<file path="src/rtl/packet_tx_pkg.sv">
// Shared types and widths for the packet transmitter.
// The FSM state encoding lives here so all files agree on it.
package packet_tx_pkg;

    localparam int unsigned DATA_W = 32;
    localparam int unsigned SIZE_W = 32;

    typedef enum logic [2:0] {
        StIdle,
        StSize,
        StStart,
        StData,
        StCksum
    } tx_state_e;

endpackage

</file>
<file path="src/rtl/packet_tx_if.sv">
// Request, word-source and framed-output signals of packet_tx in one bundle.
// The slave modport is the transmitter; the master modport is its environment.
interface packet_tx_if;
    import packet_tx_pkg::*;

    logic              req_valid;
    logic              req_ready;
    logic [SIZE_W-1:0] req_size;
    logic              src_rd;
    logic [DATA_W-1:0] src_data;
    logic              size_valid;
    logic [SIZE_W-1:0] size;
    logic              data_start;
    logic [DATA_W-1:0] dout;
    logic              dout_valid;
    logic              cksum_valid;

    modport master (
        output req_valid, req_size, src_data,
        input  req_ready, src_rd, size_valid, size, data_start, dout, dout_valid,
        input  cksum_valid
    );

    modport slave (
        input  req_valid, req_size, src_data,
        output req_ready, src_rd, size_valid, size, data_start, dout, dout_valid,
        output cksum_valid
    );

endinterface

</file>
<file path="src/rtl/packet_tx_cksum_acc.sv">
// Payload checksum: running 32-bit sum of accepted words, carries dropped.
// A clear takes priority over an add in the same cycle.
module cksum_acc
    import packet_tx_pkg::*;
(
    input  logic              clock,
    input  logic              rst_n,
    input  logic              clear,
    input  logic              add_en,
    input  logic [DATA_W-1:0] din,
    output logic [DATA_W-1:0] sum
);

    logic [DATA_W-1:0] r_sum;

    always_ff @(posedge clock) begin
        if (!rst_n) begin
            r_sum <= '0;
        end else if (clear) begin
            r_sum <= '0;
        end else if (add_en) begin
            r_sum <= r_sum + din;
        end
    end

    assign sum = r_sum;

endmodule

</file>
<file path="src/rtl/packet_tx.sv">
// Packet transmitter: announces a size, marks the payload start, streams the
// source words and closes with their checksum. All outputs except req_ready are registered.
module packet_tx
    import packet_tx_pkg::*;
(
    input  logic        clock,
    input  logic        rst_n,
    packet_tx_if.slave  io_bus
);

    tx_state_e         r_state;
    logic [SIZE_W-1:0] r_size_cap;
    logic [SIZE_W-1:0] r_rd_left;
    logic [SIZE_W-1:0] r_words_left;
    logic              r_src_rd;
    logic              r_rd_d;
    logic              r_size_valid;
    logic [SIZE_W-1:0] r_size_out;
    logic              r_data_start;
    logic [DATA_W-1:0] r_dout;
    logic              r_dout_valid;
    logic              r_cksum_valid;

    logic              w_capture;
    logic [DATA_W-1:0] w_sum;

    assign w_capture = (r_state == StIdle) && io_bus.req_valid;

    // r_rd_d marks the cycle in which src_data holds a requested word.
    cksum_acc u_cksum_acc (
        .clock  (clock),
        .rst_n  (rst_n),
        .clear  (w_capture),
        .add_en (r_rd_d),
        .din    (io_bus.src_data),
        .sum    (w_sum)
    );

    always_ff @(posedge clock) begin
        if (!rst_n) begin
            r_state       <= StIdle;
            r_size_cap    <= '0;
            r_rd_left     <= '0;
            r_words_left  <= '0;
            r_src_rd      <= 1'b0;
            r_rd_d        <= 1'b0;
            r_size_valid  <= 1'b0;
            r_size_out    <= '0;
            r_data_start  <= 1'b0;
            r_dout        <= '0;
            r_dout_valid  <= 1'b0;
            r_cksum_valid <= 1'b0;
        end else begin
            r_size_valid  <= 1'b0;
            r_size_out    <= '0;
            r_data_start  <= 1'b0;
            r_dout        <= '0;
            r_dout_valid  <= 1'b0;
            r_cksum_valid <= 1'b0;
            r_src_rd      <= 1'b0;
            r_rd_d        <= r_src_rd;

            if (r_rd_d) begin
                r_dout       <= io_bus.src_data;
                r_dout_valid <= 1'b1;
            end

            // Reads run back to back from the SIZE cycle until the count is spent.
            if (r_state != StIdle && r_rd_left != '0) begin
                r_src_rd  <= 1'b1;
                r_rd_left <= r_rd_left - SIZE_W'(1);
            end

            unique case (r_state)
                StIdle: begin
                    if (io_bus.req_valid) begin
                        r_state      <= StSize;
                        r_size_cap   <= io_bus.req_size;
                        r_words_left <= io_bus.req_size;
                        r_size_valid <= 1'b1;
                        r_size_out   <= io_bus.req_size;
                        if (io_bus.req_size != '0) begin
                            r_src_rd  <= 1'b1;
                            r_rd_left <= io_bus.req_size - SIZE_W'(1);
                        end else begin
                            r_rd_left <= '0;
                        end
                    end
                end
                StSize: begin
                    r_state      <= StStart;
                    r_data_start <= 1'b1;
                end
                StStart: begin
                    if (r_size_cap != '0) begin
                        r_state <= StData;
                    end else begin
                        r_state       <= StCksum;
                        r_dout        <= w_sum;
                        r_cksum_valid <= 1'b1;
                    end
                end
                StData: begin
                    r_words_left <= r_words_left - SIZE_W'(1);
                    if (r_words_left == SIZE_W'(1)) begin
                        r_state       <= StCksum;
                        r_dout        <= w_sum;
                        r_dout_valid  <= 1'b0;
                        r_cksum_valid <= 1'b1;
                    end
                end
                StCksum: begin
                    r_state <= StIdle;
                end
                default: begin
                    r_state <= StIdle;
                end
            endcase
        end
    end

    assign io_bus.req_ready   = (r_state == StIdle);
    assign io_bus.src_rd      = r_src_rd;
    assign io_bus.size_valid  = r_size_valid;
    assign io_bus.size        = r_size_out;
    assign io_bus.data_start  = r_data_start;
    assign io_bus.dout        = r_dout;
    assign io_bus.dout_valid  = r_dout_valid;
    assign io_bus.cksum_valid = r_cksum_valid;

endmodule

</file>
<file path="src/flat_wrapper.sv">
// flat-port wrapper written by rule: the top's interface ports become plain ports
module packet_tx_flat import packet_tx_pkg::*;
  (clock, rst_n, io_bus_req_valid, io_bus_req_size, io_bus_src_data, io_bus_req_ready, io_bus_src_rd, io_bus_size_valid, io_bus_size, io_bus_data_start, io_bus_dout, io_bus_dout_valid, io_bus_cksum_valid);
  packet_tx_if io_bus_i ();
  input  logic clock;
  input  logic rst_n;
  input wire logic [$bits(io_bus_i.req_valid)-1:0] io_bus_req_valid;
  input wire logic [$bits(io_bus_i.req_size)-1:0] io_bus_req_size;
  input wire logic [$bits(io_bus_i.src_data)-1:0] io_bus_src_data;
  output wire logic [$bits(io_bus_i.req_ready)-1:0] io_bus_req_ready;
  output wire logic [$bits(io_bus_i.src_rd)-1:0] io_bus_src_rd;
  output wire logic [$bits(io_bus_i.size_valid)-1:0] io_bus_size_valid;
  output wire logic [$bits(io_bus_i.size)-1:0] io_bus_size;
  output wire logic [$bits(io_bus_i.data_start)-1:0] io_bus_data_start;
  output wire logic [$bits(io_bus_i.dout)-1:0] io_bus_dout;
  output wire logic [$bits(io_bus_i.dout_valid)-1:0] io_bus_dout_valid;
  output wire logic [$bits(io_bus_i.cksum_valid)-1:0] io_bus_cksum_valid;
  assign io_bus_i.req_valid = io_bus_req_valid;
  assign io_bus_i.req_size = io_bus_req_size;
  assign io_bus_i.src_data = io_bus_src_data;
  assign io_bus_req_ready = io_bus_i.req_ready;
  assign io_bus_src_rd = io_bus_i.src_rd;
  assign io_bus_size_valid = io_bus_i.size_valid;
  assign io_bus_size = io_bus_i.size;
  assign io_bus_data_start = io_bus_i.data_start;
  assign io_bus_dout = io_bus_i.dout;
  assign io_bus_dout_valid = io_bus_i.dout_valid;
  assign io_bus_cksum_valid = io_bus_i.cksum_valid;
  packet_tx u_core (.clock(clock), .rst_n(rst_n), .io_bus(io_bus_i));
endmodule
</file>
<file path="config.mk">
export PLATFORM = sky130hd
export DESIGN_NAME = packet_tx_flat
export DESIGN_NICKNAME = d
export VERILOG_FILES = /design/src/rtl/packet_tx_pkg.sv /design/src/rtl/packet_tx_if.sv /design/src/rtl/packet_tx_cksum_acc.sv /design/src/rtl/packet_tx.sv /design/src/flat_wrapper.sv
export SDC_FILE = /design/constraint.sdc
export NUM_CORES = 1
export LEC_CHECK = 0
export ABC_AREA = 1
export CAP_MARGIN = 5
export CORE_ASPECT_RATIO = 0.7
export CORE_MARGIN = 2
export CORE_UTILIZATION = 61
export CTS_CLUSTER_SIZE = 8
export DETAILED_ROUTE_END_ITERATION = 8
export PLACE_DENSITY = 0.93
export SYNTH_ARGS = -nofsm -noshare
export SYNTH_HDL_FRONTEND = slang
export SYNTH_SLANG_ARGS = --single-unit
</file>
<file path="constraint.sdc">
create_clock -name clock -period 3.48 [get_ports clock]
set_clock_uncertainty 0.15 [all_clocks]
set_input_delay 0.696 -clock clock [delete_from_list [all_inputs] [get_ports clock]]
set_output_delay 0.696 -clock clock [all_outputs]
set_load 0.1 [all_outputs]
</file>
==> results.sh <==
export IMPL_dieWidth_um=170.0
export IMPL_power_density_nw_per_um2=629.4
export IMPL_cpMaxStageDelayCell="clkdlybuf4s50_1"
export IMPL_cts_setup_buffers=0
export IMPL_worst_r2r_cell_count=11
export IMPL_status="completed"
export IMPL_synth_area_sq_um=11770
export IMPL_final_cell_mix="nand2_1 (412), nor2_1 (261), inv_1 (224)"
export IMPL_core_sq_um=18920
export IMPL_cts_resized=0
export IMPL_fmax_mhz=350.6
export IMPL_cts_tree="done"
export IMPL_synth_area_per_cell_sq_um=6.550
export IMPL_synthFlopType="dfxtp_1"
export IMPL_crit_required_ns=3.80
export IMPL_finalCriticalPeriod_ns=2.852
export IMPL_max_vdd_ir_drop_mv=0.5171
export IMPL_critPathCaptureType="flop"
export IMPL_rows=42
export IMPL_critical_path_top_delay_family="simple AND/OR/NAND/NOR gates"
export IMPL_syn_nets=1901
export IMPL_layout_commonest_cell="nand2_1"
export IMPL_ioPinCount=137
export IMPL_route_detailed_drc=0
export IMPL_rr_startpoint="u_core.r_words_left[8]"
export IMPL_synth_simple_gate_area_frac=0.3324
export IMPL_clkLatencyLatePin_ns=0.54
export IMPL_grt_overflow_total=0
export IMPL_synth_distinct_cells=50
export IMPL_p_leak_nw=6.587
export IMPL_n_antenna_cell=0
export IMPL_crit_path_cell_trace="clkdlybuf4s50_1, inv_1, ha_1, nand2_1, nor2_4, nand3_2, nor2_4, nor2_1, inv_1, nor2_4, nand3_1, a21oi_1"
export IMPL_htree_levels=1
export IMPL_synth_top_family_by_area="simple AND/OR/NAND/NOR gates"
export IMPL_synthMuxAreaShare=0
export IMPL_slew_violations=0
export IMPL_drive_gt1_frac=0.08320
export IMPL_ys_async_sr_fraction=0
export IMPL_antenna_found_initial=0
export IMPL_r2r_setup_slack_ns=0.87
export IMPL_cts_sinks=201
export IMPL_path_buf_inv=3
export IMPL_num_vias=13060
export IMPL_yosys_warnings=0
export IMPL_syn_inst=1797
export IMPL_ctsHoldBuffers=0
export IMPL_start_util=0.6222
export IMPL_clk_pin_slew_ns=0.05
export IMPL_cp_arrival_ns=3.17
export IMPL_synth_xor_area_frac=0.04316
export IMPL_grt_use_total=0.4099
export IMPL_rr_endpoint="u_core.io_bus.dout[28]"
export IMPL_fin_tns_setup_ns=0
export IMPL_die_h_um=120.2
export IMPL_grt_pass1_vias=11780
export IMPL_grt_max_degree=56
export IMPL_critical_path_class="primary input to flop"
export IMPL_firstDrtPassIters=7
export IMPL_io_buffers=136
export IMPL_path_max_fanout=8
export IMPL_crit_top_cell="nor2_4"
export IMPL_grt_first_pass_wirelength_um=64790
export IMPL_relSlewSlack=0.2731
export IMPL_nNetsFinal=2038
export IMPL_rsz0062_at_grt="false"
export IMPL_gp_congestion=1.063
export IMPL_setup_viol=0
export IMPL_tightest_slew_ns=1.089
export IMPL_min_to="u_core.r_rd_d"
export IMPL_ant_nets=0
export IMPL_slowest_delay_ns=0.52
export IMPL_dieArea_sq_um=20440
export IMPL_synth_compound_area_frac=0.1447
export IMPL_ys_seq_elements=201
export IMPL_hold_class="flop to flop"
export IMPL_area_delta_synth_final_pct=18.58
export IMPL_vias_per_cell=5.998
export IMPL_dp_hpwl_um=32150
export IMPL_start_kind="primary input"
export IMPL_yosysSeqAreaShare=0.3419
export IMPL_wl_per_cell_um=19.54
export IMPL_drt_iter0_drc=2045
export IMPL_timing_hold_ws_ns=0.3076
export IMPL_root_buffer="clkbuf_16"
export IMPL_power_total_mw=8.784
export IMPL_synth_edf_count=0
export IMPL_timing_final_hold_violations=0
export IMPL_drt_total_wl_um=42540
export IMPL_max_cap_viol_count=0
export IMPL_numCtsBuffers=29
export IMPL_hold_depth=2
export IMPL_synthAdderAreaFrac=0.03997
export IMPL_min_delay_start="u_core.io_bus.src_rd"
export IMPL_clockBufferDepth=3
export IMPL_period_share=0.8197
export IMPL_dp_cells=2145
export IMPL_instances_no_fill=2177
-- routing by layer --
| metal | vias up | track usage | routed length [um] |
|---|---|---|---|
| met2 | 900 | 0.5643 | 16680 |
| met4 | 0 | 0.06944 | 678 |
| met3 | 68 | 0.1447 | 6614 |
| li1 | 6121 | - | - |
| met1 | 5969 | 0.6188 | 18570 |
| met5 | - | 0 | 0 |
-- worst max path at each step --
| stage | slack [ns] | startpoint | end | cells past startpoint |
|---|---|---|---|---|
| CTS | 0.72 | io_bus_req_size[0] | u_core.r_rd_left[22] | 12 |
| global placement | 0.22 | io_bus_req_size[0] | u_core.r_rd_left[22] | 12 |
| global route | 0.61 | io_bus_req_size[0] | u_core.r_rd_left[27] | 12 |
| floorplan | 0.91 | u_core.r_state[0] | u_core.r_rd_left[16] | 10 |
| finish | 0.63 | io_bus_req_size[0] | u_core.r_rd_left[22] | 12 |
| detailed placement | 0.23 | io_bus_req_size[0] | u_core.r_rd_left[27] | 12 |
-- where the power goes --
group	switching, mW	internal, mW
combinational	2.44	0.993
clock	0.994	1.46
sequential	0.281	2.62
-- final cells by class --
class | instances | area (sq um)
clock buffer | 30 | 729.5
clock inverter | 2 | 17.52
fill | 1538 | 4961
inverter | 231 | 872.1
multi-input combinational | 1311 | 6594
sequential | 201 | 4025
tap | 242 | 302.8
timing repair buffer | 160 | 1416
-- cells by family after synthesis --
kind of cell               Yosys count
adders and majority gates           37
DFF                                201
xor gates and xnor gates            58
and+or+nand+nor                    908
buffers and inverters              285
AOI/OAI and AO/OA                  308
-- registers in the layout, summed over array words and instances (netlist names) --
| signal | cells |
|---|---|
| u_core.io_bus.dout | 32 |
| u_core.r_size_cap | 32 |
| u_core.u_cksum_acc.sum | 32 |
| u_core.io_bus.dout_valid | 1 |
| u_core.io_bus.data_start | 1 |
| u_core.io_bus.size_valid | 1 |
| u_core.io_bus.src_rd | 1 |
| u_core.r_rd_d | 1 |
| u_core.io_bus.size | 32 |
| u_core.r_rd_left | 32 |
| u_core.r_state | 3 |
| u_core.io_bus.cksum_valid | 1 |
| u_core.r_words_left | 32 |
-- per-stage QoR --
stage,instance area [sq um],worst slack (ns),utilization
final,13960,0.6275,0.7378
after global routing,13960,0.6141,0.7378
after CTS,13960,0.7173,0.7378
after detailed placement,13210,0.2272,0.6983
after global placement,13210,0.2162,0.6983
after floorplan,11770,0.9146,-
-- cell usage after synthesis (4+ instances only) --
library cell / n / area (sq um)
a21o_1: 6 / 45.04
a21oi_1: 118 / 590.6
a31oi_1: 10 / 62.56
buf_1: 9 / 33.78
buf_2: 16 / 80.08
buf_6: 6 / 67.56
clkbuf_1: 19 / 71.32
dfxtp_1: 201 / 4024
ha_1: 36 / 450.4
inv_1: 225 / 844.6
inv_2: 4 / 15.01
nand2_1: 412 / 1546
nand3_1: 124 / 620.6
nand4_1: 49 / 306.5
nor2_1: 261 / 979.7
nor2_2: 5 / 31.28
nor2_4: 4 / 45.04
nor3_1: 24 / 120.1
nor4_1: 9 / 56.30
o21a_1: 5 / 37.54
o21ai_0: 117 / 585.6
o21ai_1: 4 / 20.02
o21bai_1: 7 / 52.55
o221ai_1: 4 / 35.03
o22ai_1: 19 / 118.9
o31ai_1: 6 / 45.04
xnor2_1: 12 / 105.1
xor2_1: 46 / 402.9
-- worst register-to-register path, cell delays in order, from the launching register on --
cell and delay, ns:
dfxtp_1 0.35, nor2_1 0.25, nand2_1 0.12, nor2_2 0.13, nand4_1 0.24, inv_1 0.20, nand2_4 0.21, nand2_4 0.31
nand2_2 0.26, inv_1 0.19, nand2_1 0.07, nand2_1 0.07
Power figures use the tool's default switching activity.
